## src/rtl/serial_tx_frame.sv

```systemverilog
// Parametrised serial frame transmitter: start bit, DATA_W data bits LSB first,
// optional even/odd parity, one or two stop bits, each bit held CLKS_PER_BIT clocks.
module serial_tx_frame #(
    parameter int DATA_W       = 7,
    parameter int CLKS_PER_BIT = 1,
    parameter int PARITY       = 1,
    parameter int STOP_BITS    = 1
) (
    input  logic              clk,
    input  logic              rstn,
    input  logic              valid,
    output logic              ready,
    input  logic [DATA_W-1:0] data_in,
    output logic              serial_out,
    output logic              busy,
    output logic              done
);

    if (DATA_W < 5 || DATA_W > 9) begin : g_bad_data_w
        $error("serial_tx_frame: DATA_W must be in 5..9");
    end
    if (CLKS_PER_BIT < 1) begin : g_bad_clks_per_bit
        $error("serial_tx_frame: CLKS_PER_BIT must be >= 1");
    end
    if (PARITY < 0 || PARITY > 2) begin : g_bad_parity
        $error("serial_tx_frame: PARITY must be 0, 1 or 2");
    end
    if (STOP_BITS < 1 || STOP_BITS > 2) begin : g_bad_stop_bits
        $error("serial_tx_frame: STOP_BITS must be 1 or 2");
    end

    localparam int                BAUD_W    = (CLKS_PER_BIT > 1) ? $clog2(CLKS_PER_BIT) : 1;
    localparam logic [BAUD_W-1:0] BAUD_LAST = BAUD_W'(CLKS_PER_BIT - 1);
    localparam logic [3:0]        DATA_LAST = 4'(DATA_W - 1);
    localparam logic [3:0]        STOP_LAST = 4'(STOP_BITS - 1);

    typedef enum logic [2:0] {
        S_IDLE   = 3'd0,
        S_START  = 3'd1,
        S_DATA   = 3'd2,
        S_PARITY = 3'd3,
        S_STOP   = 3'd4
    } state_t;

    state_t              state, state_d;
    logic [BAUD_W-1:0]   baud_cnt, baud_d;
    logic [3:0]          bit_cnt, bit_d;
    logic [DATA_W-1:0]   shift_q, shift_d;
    logic                parity_q, parity_d;
    logic                line_d;
    logic                last_baud;
    logic                last_stop;
    logic                accept;

    assign last_baud = (baud_cnt == BAUD_LAST);
    assign last_stop = (state == S_STOP) && (bit_cnt == STOP_LAST) && last_baud;
    assign ready     = (state == S_IDLE) || last_stop;
    assign done      = last_stop;
    assign busy      = (state != S_IDLE);
    assign accept    = valid && ready;

    // serial_out is registered, so the line value is derived from the next state.
    always_comb begin
        state_d  = state;
        baud_d   = last_baud ? '0 : baud_cnt + 1'b1;
        bit_d    = bit_cnt;
        shift_d  = shift_q;
        parity_d = parity_q;
        line_d   = 1'b1;

        case (state)
            S_IDLE: begin
                baud_d = '0;
                bit_d  = '0;
                if (accept) state_d = S_START;
            end
            S_START: begin
                if (last_baud) begin
                    state_d = S_DATA;
                    bit_d   = '0;
                end
            end
            S_DATA: begin
                if (last_baud) begin
                    if (bit_cnt == DATA_LAST) begin
                        bit_d   = '0;
                        state_d = (PARITY != 0) ? S_PARITY : S_STOP;
                    end else begin
                        bit_d   = bit_cnt + 1'b1;
                        shift_d = shift_q >> 1;
                    end
                end
            end
            S_PARITY: begin
                if (last_baud) begin
                    state_d = S_STOP;
                    bit_d   = '0;
                end
            end
            S_STOP: begin
                if (last_baud) begin
                    if (bit_cnt == STOP_LAST) begin
                        bit_d   = '0;
                        state_d = accept ? S_START : S_IDLE;
                    end else begin
                        bit_d = bit_cnt + 1'b1;
                    end
                end
            end
            default: begin
                state_d = S_IDLE;
                baud_d  = '0;
                bit_d   = '0;
            end
        endcase

        if (accept) begin
            shift_d  = data_in;
            parity_d = (PARITY == 2) ? ~^data_in : ^data_in;
        end

        case (state_d)
            S_START:  line_d = 1'b0;
            S_DATA:   line_d = shift_d[0];
            S_PARITY: line_d = parity_d;
            default:  line_d = 1'b1;
        endcase
    end

    always_ff @(posedge clk or negedge rstn) begin
        if (!rstn) begin
            state      <= S_IDLE;
            baud_cnt   <= '0;
            bit_cnt    <= '0;
            shift_q    <= '0;
            parity_q   <= 1'b0;
            serial_out <= 1'b1;
        end else begin
            state      <= state_d;
            baud_cnt   <= baud_d;
            bit_cnt    <= bit_d;
            shift_q    <= shift_d;
            parity_q   <= parity_d;
            serial_out <= line_d;
        end
    end

endmodule
```

## config.mk

```make
export PLATFORM = sky130hd
export DESIGN_NAME = serial_tx_frame
export DESIGN_NICKNAME = d
export VERILOG_FILES = /design/src/rtl/serial_tx_frame.sv
export SDC_FILE = /design/constraint.sdc
export NUM_CORES = 1
export LEC_CHECK = 0
export BUFFER_PORTS_ARGS = -buffer_cell sky130_fd_sc_hd__buf_2
export CORE_MARGIN = 1
export CORE_UTILIZATION = 45
export DETAILED_ROUTE_END_ITERATION = 6
export PLACE_DENSITY = 0.76
export SLEW_MARGIN = 25
export SYNTH_ARGS = -nofsm -noshare
export SYNTH_HDL_FRONTEND = slang
export SYNTH_SLANG_ARGS = --single-unit
```

## constraint.sdc

```tcl
create_clock -name clk -period 4.1 [get_ports clk]
set_input_delay 0.82 -clock clk [delete_from_list [all_inputs] [get_ports clk]]
set_output_delay 0.82 -clock clk [all_outputs]
set_load 0.03 [all_outputs]
```

After elaboration in Yosys (flattened, before gate mapping):

Cells that the tools add are included.

* multiply operators: 0
* add/sub/neg operators: 2
* multiplexer cells: 23
* bitwise logic cells: 1
* divide/modulo/power cells: 0
* equal/unequal tests: 13
* shift operators: 0
* magnitude comparators: 0
* reduce and logical (&&, ||, !) cells: 13

Operator list (count)
* $mux 7: 4
* $mux 3: 7
* $mux 4: 5
* $pmux 3 s5: 1
* $eq 3x2->1 const B: 4
* $pmux 4 s3: 1
* $ne 2x2->1 const B: 4
* $reduce_xor 7->1: 1
* $eq 3x1->1 const B: 2
* $reduce_and 3->1: 2
* $add 4x1->4 const B: 1
* $eq 4x3->1 const B: 1
* $logic_not 4->1: 1
* $mux 1: 4
* $reduce_or 4->1: 1
* $eq 3x3->1 const B: 1
* $logic_and 1x1->1: 3
* $logic_not 3->1: 1
* $pmux 1 s3: 1
* $reduce_bool 3->1: 1
* $ne 2x1->1 const B: 1
* $reduce_bool 2->1: 1
* $reduce_or 2->1: 1
* $add 1x1->1 const B: 1
* other kinds (2): 2

* ROM bits: 0
* latch bits: 0
* output and inout port bits: 4
* memories: 0
* word-level logic and storage cells: 59
* input port bits: 10
* flip-flop bits (word level): 17
* memory bits (writable): 0

Logic depth before layout (Yosys ltp):

* depth after elaboration: 11
* mapped depth: 7
* mapped depth without buffers: 6

Worst setup path before layout:

Ideal clock, no wire load.

* path type: reg2out
* start: register bit_cnt[0]
* end: output ready
* cell stages (with the launch flop): 5
* path buffers: 0
* data required time: 3.280 ns
* slack: 1.543 ns
* data arrival time: 1.737 ns
* path through: dfrtp_1 > inv_1 > ha_1 > or3b_4 > a21boi_0

* longest elaborated chain between the ends: 4

RTL lines
* start: declaration: RTL line 47 `logic [3:0] bit_cnt, bit_d;`
* start signal: assignment: RTL line 141 `bit_cnt <= bit_d;`
* $logic_not 4->1: RTL line 56 `assign last_stop = (state == S_STOP) && (bit_cnt == STOP_LAST) && last_baud;`
* $logic_and 1x1->1 (2 in a row): RTL line 56
* $logic_or 1x1->1: RTL line 57 `assign ready = (state == S_IDLE) || last_stop;`
* end: declaration: RTL line 12 `output logic ready,`

No other way between the ends.

Worst setup path in the final report:

Same ends and word-level chain as after synthesis.

==> summary.md <==
| Metric | Value |
|---|---|
| Commonest register cell after synthesis | dfrtp_1 |
| Period utilization | 63.32% |
| PD cells | 679.6 nW/um^2 |
| Antenna violations before repair | 0 |
| Number of flops mapped to enable cells by yosys | 0 |
| Post-synth top area cell | dfrtp_1 |
| Die Span X | 46.74 um |
| Nets | 111 |
| Final antenna-violating net count | 0 |
| CTS tree | built |
| Max cap viols | 0 |
| CTS resizes | 0 |
| Fillers | between 150 and 200 |
| WP data required | 3280 ps |
| Antenna fix cells | 0 |
| Final non-filler cell total | between 100 and 150 |
| Crit. End Element | output port |
| First-pass GRT wire length | ~2500 um |
| Vias in the first global route | 589 |
| Final core utilization | 56.04% |
| Synth Instances | 84 |
| Die Area | 2185 um^2 |
| Number of synthesis warnings | 0 |
| Area of the multi-input gates | roughly 460 um^2 |
| Status | completed |
| DRT Pass-1 Iters | 3 |
| CTS root buf | clkbuf_4 |
| Setup violators final | 0 |
| TritonCTS buffer count | 3 |
| Synthesized area per cell | 10.72 um^2 |
| Remaining DRCs | 0 |
| H-Tree Level Count | 1 |
| Clock Latency Late Sink | 290 ps |
| Hold Fails Final Rpt | 0 |
| Wire per inst | 12.61 um |
| Maximum resistive drop on vdd | 0.0003355 V |
| Starting DRT DRC Count | 16 |
| Share of the synthesized area in the top cell type | 41.67% |
| Total GRT Usage | 17.15% |
| Final non-filler cell area | 1010 um^2 |
| Top cells by count, synth | 15 x dfrtp_1, 7 x nor2_1, 5 x a21o_2, 5 x a22o_2, 5 x xnor2_1 |
| Post-synthesis register bit count | 16 |
| Most common cell in the netlist | dfrtp_1 |
| Placed cells | 118 |
| Post-layout min period | ~2600 ps |
| Area of the mapped netlist | 900.9 um^2 |
| CP startpoint | bit_cnt[0]$_DFF_PN0_ |
| Setup tns final | 0 ps |
| FMAX | 385.2 MHz |
| Row count | 15 |
| Register clock-pin slew on the reported worst setup and hold paths | 100 ps |
| Ys async rst share | 100.0% |
| Worst-margin pin slew | 646.3 ps |
| Postcts setup bufs | 0 |
| DR vias | approximately 620 |
| Synth cell types | 31 |
| CTS Hold Bufs | 0 |
| Die height | between 40 and 50 um |
| Worst R2R Start | bit_cnt[0]$_DFF_PN0_ |
| Startpoint Class | flop |
| Share of layout cells above drive strength 1 | 35.05% |
| Grt total ovfl | 0 |
| Clock tree buffer depth | 2 |
| Seq/Total Area, Yosys | 44.58% |
| RSZ-0062 raised after global routing | no |
| Routed Wire Length | 1539 um |
| GP Congestion | between 0.7 and 0.8 |
| Max_slew headroom | 56.92% |
| Crit path kind | flop to output port |
| Flip-flop and latch area | around 400 um^2 |
| Syn nets | 97 |
| LEAKAGE | about 0.47 nW |
| Slew Viols, Final | 0 |
| HPWL Detailed | roughly 1200 um |
| CP Data Arrival Time | 1780 ps |
| Pwr Total | 686.2 uW |
| Vias/cell | 5.107 |
| CTS Sinks | 16 |
| CP max FO | 5 |
| Leading post-synthesis cells by cell area | dfrtp_1 42%, a22o_2 5.6%, a21o_2 4.9% |
| Type of the most critical hold path | primary input to async pin |
| Worst-case clock skew | 10.31 ps |
| Area Growth Syn to Fin | 12.08% |
| Initial Util | 50.00% |
| Core region area | 1802 um^2 |
| Largest net degree at the start of global routing | 17 |
| Cell Area, Placed | 973.4 um^2 |
| I/O pins | 14 |
| Buffers added on ports | 13 |
## per-layer routing
layer  wire length [um]  GRT usage, %  up-vias
met2                745         27.78       14
met3                 56         3.462        4
met4                 25         8.571        0
met5                  0             0        -
li1                   -             -      317
met1                711         21.79      288
## critical path, cell delays in order (launching register included)
cell	delay (ps)
dfrtp_1	410
inv_1	90
ha_1	150
or3b_4	410
a21boi_0	210
buf_2	230
## placed cells by master (no fill, tap or decap), drive strengths merged, types with 4 or more instances in the layout
cell type / n
a21o: 5
nor2: 7
nand2: 4
dfrtp: 15
buf: 13
xnor2: 5
clkbuf: 4
o21ai: 4
a22o: 5
## kinds of logic (layout without fill, tap and decap cells)
kind of cell / count (synthesis) / in the layout / synth area share, %
buffers and inverters: 7 / 20 / 3.888
adders and majority gates: 3 / 3 / 4.167
AOI/OAI and AO/OA: 20 / 20 / 19.45
muxes: 2 / 2 / 2.777
and+or+nand+nor: 28 / 28 / 17.36
xor gates and xnor gates: 8 / 8 / 7.778
DFF: 16 / 16 / 44.58
## layout make-up
| class | instances | area share, % |
|---|---|---|
| clock buffer | 4 | 3.594 |
| tap | 25 | 3.098 |
| timing repair buffer | 13 | 6.444 |
| inverter | 3 | 1.115 |
| sequential | 16 | 39.78 |
| multi-input combinational | 61 | 45.97 |
## power by group
part           internal, mW  total (mW)  switching [mW]  leakage, nW
Clock                0.0541       0.104          0.0502       0.0210
Sequential            0.222       0.282          0.0600        0.203
Combinational         0.143       0.300           0.157        0.244
Total                 0.419       0.686           0.268        0.468
## metrics by stage
step | hold slack [ps] | setup WS (ps)
after floorplan | 454.6 | 1543
after global placement | 469.0 | 1854
after detailed placement | 475.3 | 1802
after CTS | 422.7 | 1501
after global routing | 436.9 | 1421
final | 420.9 | 1504
## sequential cells by signal, indices dropped and copies added, names as in the netlist
signal      flops
bit_cnt         4
parity_q        1
serial_out      1
shift_q         7
state           3
## worst paths after layout
path                            cells past startpoint  slack, ps                endpoint
worst min-delay path                                1        420      state[0]$_DFF_PN0_
min in group clk                                    1        480    bit_cnt[0]$_DFF_PN0_
worst max register to register                      6       1800  shift_q[4]$_DFFE_PN0P_
worst min register to register                      1        480    bit_cnt[0]$_DFF_PN0_
max in group asynchronous                           1       3380    serial_out$_DFF_PN1_
worst max-delay path                                5       1500                   ready
Note: power is estimated with default switching activity, not from simulation.
